### src/rtl/err_ctrl_pkg.sv
// Shared types and defaults for the error-injector sweep controller.
package err_ctrl_pkg;

    localparam int DEF_CNT_W    = 12;
    localparam int DEF_LEN_W    = 16;
    localparam int DEF_STEP_W   = 4;
    localparam int CLEAR_CYCLES = 2;

    typedef enum logic [2:0] {
        IDLE,
        CLEAR,
        RUN,
        NEXT,
        DONE
    } state_t;

endpackage

### src/rtl/err_rate_stepper.sv
// Next injector error period: saturating base+incr, clamped to a minimum of 1.
module err_rate_stepper
    import err_ctrl_pkg::*;
#(
    parameter int CNT_W = DEF_CNT_W
) (
    input  logic [CNT_W-1:0] base,
    input  logic [CNT_W-1:0] incr,
    output logic [CNT_W-1:0] rate_next
);

    // A period of 0 would stall the injector counter, so 1 is the floor.
    function automatic logic [CNT_W-1:0] sat_clamp(input logic [CNT_W:0] sum);
        if (sum[CNT_W]) return '1;
        if (sum[CNT_W-1:0] == '0) return CNT_W'(1);
        return sum[CNT_W-1:0];
    endfunction

    assign rate_next = sat_clamp({1'b0, base} + {1'b0, incr});

endmodule

### src/rtl/err_sweep_ctrl.sv
// Steps the bit-error injector through a sweep of error periods, one frame of
// valid words per step.
module err_sweep_ctrl
    import err_ctrl_pkg::*;
#(
    parameter int CNT_W  = DEF_CNT_W,
    parameter int LEN_W  = DEF_LEN_W,
    parameter int STEP_W = DEF_STEP_W
) (
    input  logic              clk,
    input  logic              reset_n,
    input  logic              i_start,
    input  logic              i_abort,
    input  logic [LEN_W-1:0]  i_frame_len,
    input  logic [STEP_W-1:0] i_n_steps,
    input  logic [CNT_W-1:0]  i_first_err,
    input  logic [CNT_W-1:0]  i_rate_base,
    input  logic [CNT_W-1:0]  i_rate_step,
    input  logic              i_vld,
    output logic              o_gen_reset_n,
    output logic              o_err_enable,
    output logic [CNT_W-1:0]  o_first_err,
    output logic [CNT_W-1:0]  o_err_rate,
    output logic [STEP_W-1:0] o_step_idx,
    output logic [LEN_W-1:0]  o_word_cnt,
    output logic              o_busy,
    output logic              o_done
);

    localparam int CLR_W = 2;

    state_t            state_q, state_nxt;
    logic [CLR_W-1:0]  clr_cnt_q, clr_cnt_nxt;
    logic [LEN_W-1:0]  frame_len_q;
    logic [STEP_W-1:0] n_steps_q;
    logic [CNT_W-1:0]  rate_step_q;

    logic              latch;
    logic [CNT_W-1:0]  first_err_nxt, rate_nxt;
    logic [STEP_W-1:0] step_idx_nxt;
    logic [LEN_W-1:0]  word_cnt_nxt;
    logic [CNT_W-1:0]  step_base, step_incr, rate_stepped;

    // Shared between the initial clamp on start (incr=0) and the per-step advance.
    err_rate_stepper #(.CNT_W(CNT_W)) u_stepper (
        .base      (step_base),
        .incr      (step_incr),
        .rate_next (rate_stepped)
    );

    always_comb begin
        state_nxt     = state_q;
        clr_cnt_nxt   = clr_cnt_q;
        latch         = 1'b0;
        first_err_nxt = o_first_err;
        rate_nxt      = o_err_rate;
        step_idx_nxt  = o_step_idx;
        word_cnt_nxt  = o_word_cnt;
        step_base     = o_err_rate;
        step_incr     = rate_step_q;

        case (state_q)
            IDLE: begin
                step_base = i_rate_base;
                step_incr = '0;
                if (i_start) begin
                    latch         = 1'b1;
                    first_err_nxt = i_first_err;
                    rate_nxt      = rate_stepped;
                    step_idx_nxt  = '0;
                    clr_cnt_nxt   = '0;
                    state_nxt     = (i_n_steps == '0) ? DONE : CLEAR;
                end
            end
            CLEAR: begin
                word_cnt_nxt = '0;
                if (clr_cnt_q == CLR_W'(CLEAR_CYCLES - 1)) begin
                    state_nxt = RUN;
                end else begin
                    clr_cnt_nxt = clr_cnt_q + CLR_W'(1);
                end
            end
            RUN: begin
                if (frame_len_q == '0) begin
                    state_nxt = NEXT;
                end else if (i_vld) begin
                    word_cnt_nxt = o_word_cnt + LEN_W'(1);
                    if (o_word_cnt == frame_len_q - LEN_W'(1)) state_nxt = NEXT;
                end
            end
            NEXT: begin
                rate_nxt = rate_stepped;
                // n_steps_q is non-zero here: a zero step count never leaves IDLE for CLEAR.
                if (o_step_idx == n_steps_q - STEP_W'(1)) begin
                    state_nxt = DONE;
                end else begin
                    step_idx_nxt = o_step_idx + STEP_W'(1);
                    clr_cnt_nxt  = '0;
                    state_nxt    = CLEAR;
                end
            end
            DONE: state_nxt = IDLE;
            default: state_nxt = IDLE;
        endcase

        // Abort freezes the counters and drops the sweep, even on the last word.
        if (i_abort && state_q != IDLE) begin
            state_nxt    = IDLE;
            rate_nxt     = o_err_rate;
            step_idx_nxt = o_step_idx;
            word_cnt_nxt = o_word_cnt;
        end
    end

    always_ff @(posedge clk or negedge reset_n) begin
        if (!reset_n) begin
            state_q       <= IDLE;
            clr_cnt_q     <= '0;
            o_gen_reset_n <= 1'b1;
            o_err_enable  <= 1'b0;
            o_first_err   <= '0;
            o_err_rate    <= '0;
            o_step_idx    <= '0;
            o_word_cnt    <= '0;
            o_busy        <= 1'b0;
            o_done        <= 1'b0;
        end else begin
            state_q       <= state_nxt;
            clr_cnt_q     <= clr_cnt_nxt;
            o_gen_reset_n <= (state_nxt != CLEAR);
            o_err_enable  <= (state_nxt == RUN);
            o_first_err   <= first_err_nxt;
            o_err_rate    <= rate_nxt;
            o_step_idx    <= step_idx_nxt;
            o_word_cnt    <= word_cnt_nxt;
            o_busy        <= (state_nxt == CLEAR) || (state_nxt == RUN) || (state_nxt == NEXT);
            o_done        <= (state_nxt == DONE);
        end
    end

    always_ff @(posedge clk) begin
        if (latch) begin
            frame_len_q <= i_frame_len;
            n_steps_q   <= i_n_steps;
            rate_step_q <= i_rate_step;
        end
    end

endmodule
### config.mk
export PLATFORM = sky130hd
export DESIGN_NAME = err_sweep_ctrl
export DESIGN_NICKNAME = d
export VERILOG_FILES = /design/src/rtl/err_ctrl_pkg.sv /design/src/rtl/err_rate_stepper.sv /design/src/rtl/err_sweep_ctrl.sv
export SDC_FILE = /design/constraint.sdc
export NUM_CORES = 1
export LEC_CHECK = 0
export ABC_AREA = 0
export CAP_MARGIN = 10
export CORE_ASPECT_RATIO = 0.75
export CORE_MARGIN = 8
export CORE_UTILIZATION = 30
export CTS_BUF_LIST = sky130_fd_sc_hd__clkbuf_16
export DETAILED_ROUTE_END_ITERATION = 8
export SLEW_MARGIN = 20
export SYNTH_ARGS = -nofsm -noshare
export SYNTH_HDL_FRONTEND = slang
export SYNTH_SLANG_ARGS = --single-unit
### constraint.sdc
create_clock -name clk -period 8.1 [get_ports clk]
set_input_delay 2.43 -clock clk [delete_from_list [all_inputs] [get_ports clk]]
set_output_delay 2.43 -clock clk [all_outputs]
set_load 0.01 [all_outputs]
==> results.yml <==
cells_and_area:
  finalNetCount: 663
  final_area_sq_um: 6417
  layout_common_cells: "107 x clkdlybuf4s50_1, 58 x nand2_1, 52 x dfrtp_1, 32 x edfxtp_1, 31 x nor2_1"
  fill_cells: 1553
  antennaDiodeCount: 0
  final_common_cell: "clkdlybuf4s50_1"
  final_layout_size_suffix_gt1_share_pct: 8.149
  fin_util_pct: 40.45
  area_growth_pct: 33.50
detailed_routing:
  first_pass_iters: 5
  wl_per_cell_um: 16.55
  drt_iter0_drc: 225
  wl_met1_um: 6128
  drc: 0
  met3_length_um: 748
  ant_nets: 0
  viasPerCell: 4.975
  top_layer_used: "met4"
  totalWireLength_um: 13230
  vias: 3975
  wl_met2_um: 6207
synth:
  synth-seq-cells: 85
  syn_nets: 558
  synth.yosys.seq_area_share_pct: 47.61
  synth_area_per_cell_sq_um: 10.04
  synth_edf_count: 32
  ys_warn_count: 0
  synth_cells: 479
  synth_top_cell_by_area: "dfrtp_1"
  synth_async_sr_flop_share_pct: 62.35
  synth_area_leaders: "dfrtp_1 27%, edfxtp_1 20%, xnor2_1 4.9%"
  netlist.area_leader.share_pct: 27.07
  syn_area_sq_um: 4807
  ys_types: 66
  ys.flop_type: "dfrtp_1"
pwr:
  p_per_area_nw_per_um2: 328.2
  power_mw: 2.106
  vdd_drop_max_mv: 0.1426
  leakage_nw: 2.457
hold_path:
  hold_class: "reg -> reg"
run_status:
  status: "completed"
placement:
  routabilityCongestion: 0.9067
  port_buffers: 108
  dp_hpwl_um: 10080
  place_ws_ns: 2.697
  place_area_sq_um: 6112
setup_path:
  cp_cell_sequence: "clkdlybuf4s50_1 -> mux2i_1 -> inv_1 -> ha_1 -> a21oi_1 -> nor2_1 -> o32ai_1 -> xnor2_1 -> nor4_1 -> nand3_1 -> o41ai_1"
  endpoint_kind: "flip-flop"
  arrival_ns: 5.20
  cp_data_required_time_ns: 8.32
  crit_fanout: 4
  start_kind: "input pin"
  critPathSlowestCell: "o32ai_1"
  crit_type: "in -> reg"
  slowest_delay_ns: 0.54
floorplan:
  die_h_um: 125.6
  num_io_pins: 109
  die-area_sq_um: 20370
  rows: 40
  die-width_um: 162.2
  core_region_area_sq_um: 15870
  start_util_pct: 30.30
cts:
  postCtsSetupBuffers: 0
  htreeDepth: 3
  post_cts_resized: 0
  root_buffer: "clkbuf_16"
  cts_tree: "yes"
  cts_max_path_buffers: 2
  clk_latency_ns: 0.35
  path_clk_slew_ns: 0.06
  cts_made_buffers: 9
  numClockSinks: 85
  cts_hold_buffers: 0
sta:
  grt_setup_unrepaired: "no"
  skew_ns: 0.007783
  relSlewSlack_pct: 35.47
  tns_ns: 0
  fmax_mhz: 200.8
  finalCritPeriodShare_pct: 61.49
  setup-violations-final: 0
  worst_pin_slew_ns: 0.9644
  setup_slack_ns: 3.119
  drv_slew: 0
  hold_viol_final: 0
  fin_crit_ns: 4.981
grt:
  grt_pass1_vias: 4111
  grt-ovfl-total: 0
  grt_pass1_wl_um: 21710
  grt_usage_pct: 13.29
  antenna_found_initial: 0
  grt_max_degree: 54
job:
  max-cap-violations: 0
-- cells in the mapped netlist, drive strengths merged, types with 2 or more instances --
library cell and instances:
nand2 58, dfrtp 52, edfxtp 32, nor2 32
a21oi 27, xnor2 27, inv 19, o21ai 19
or3 18, ha 17, nor3 16, and2 15
clkbuf 15, xor2 13, mux2 12, nand3 10
o22a 9, nand4 7, nor2b 7, or4 7
a21o 5, mux2i 5, nor4 5, o31ai 4
a2111oi 3, a211oi 3, buf 3, o211ai 3
o21a 3, o311ai 3, or2 3, a31oi 2
nand2b 2, nand3b 2, nor3b 2, o22ai 2
-- routing by layer --
| metal | up-vias | track usage [%] |
|---|---|---|
| li1 | 1939 | - |
| met1 | 1914 | 17.46 |
| met2 | 113 | 20.87 |
| met3 | 9 | 3.809 |
| met4 | 0 | 3.857 |
| met5 | - | 0 |
-- cell families after synthesis --
family,share of synthesized area (%)
simple gates,20.22
compound gates,13.22
flops,47.61
xor+xnor,7.288
buf+inv,2.967
fa+ha+maj,4.841
mux,3.852
-- layout make-up --
type,count,area (sq um),share of cell area [%]
multi-input cells,357,2384,37.14
flip-flops and latches,85,2288,35.66
repair buffers,112,1106,17.24
well taps,210,262.8,4.094
clock buffers,9,225.2,3.509
clock inverters,7,80.08,1.248
inverters,19,71.32,1.111
-- metrics by stage --
step                instances  hold WS, ns
floorplan                 479       0.4572
global placement          783       0.4666
detailed placement        783       0.4811
CTS                       799       0.4897
global route              799       0.5150
finish                    799       0.4835
-- worst paths after layout --
check / slack [ns] / startpoint / end / cells after the start
max in group asynchronous: 5.39 / reset_n / o_first_err[11] / 2
min in group asynchronous: 2.20 / reset_n / o_word_cnt[8] / 2
min: 0.48 / clr_cnt_q[0] / clr_cnt_q[0] / 1
max reg2reg: 4.24 / state_q[2] / o_err_rate[0] / 12
min reg2reg: 0.48 / clr_cnt_q[0] / clr_cnt_q[0] / 1
max: 3.12 / i_rate_base[1] / o_err_rate[0] / 11
-- flip-flops by register name (all words and copies together), names as in the netlist --
register       flops
o_first_err       12
o_done             1
o_err_rate        12
o_step_idx         4
o_busy             1
o_word_cnt        16
rate_step_q       12
o_gen_reset_n      1
o_err_enable       1
n_steps_q          4
state_q            3
frame_len_q       16
clr_cnt_q          2
-- worst max-delay path: cells and delay by family --
family	cells	cell delay (ns)
AND/OR/NAND/NOR	3	0.51
adder cells (fa/ha/maj)	1	0.29
XOR/XNOR	1	0.16
buffers and inverters	2	0.49
AO/OA/AOI/OAI	3	1.03
multiplexers	1	0.29
-- power by group --
group	leakage, nW	total, mW	internal (mW)	switching, mW
registers	0.967	0.655	0.570	0.0857
logic	1.34	1.02	0.476	0.548
clock network	0.149	0.427	0.244	0.183
No activity file was read; power rests on OpenSTA's default activity.
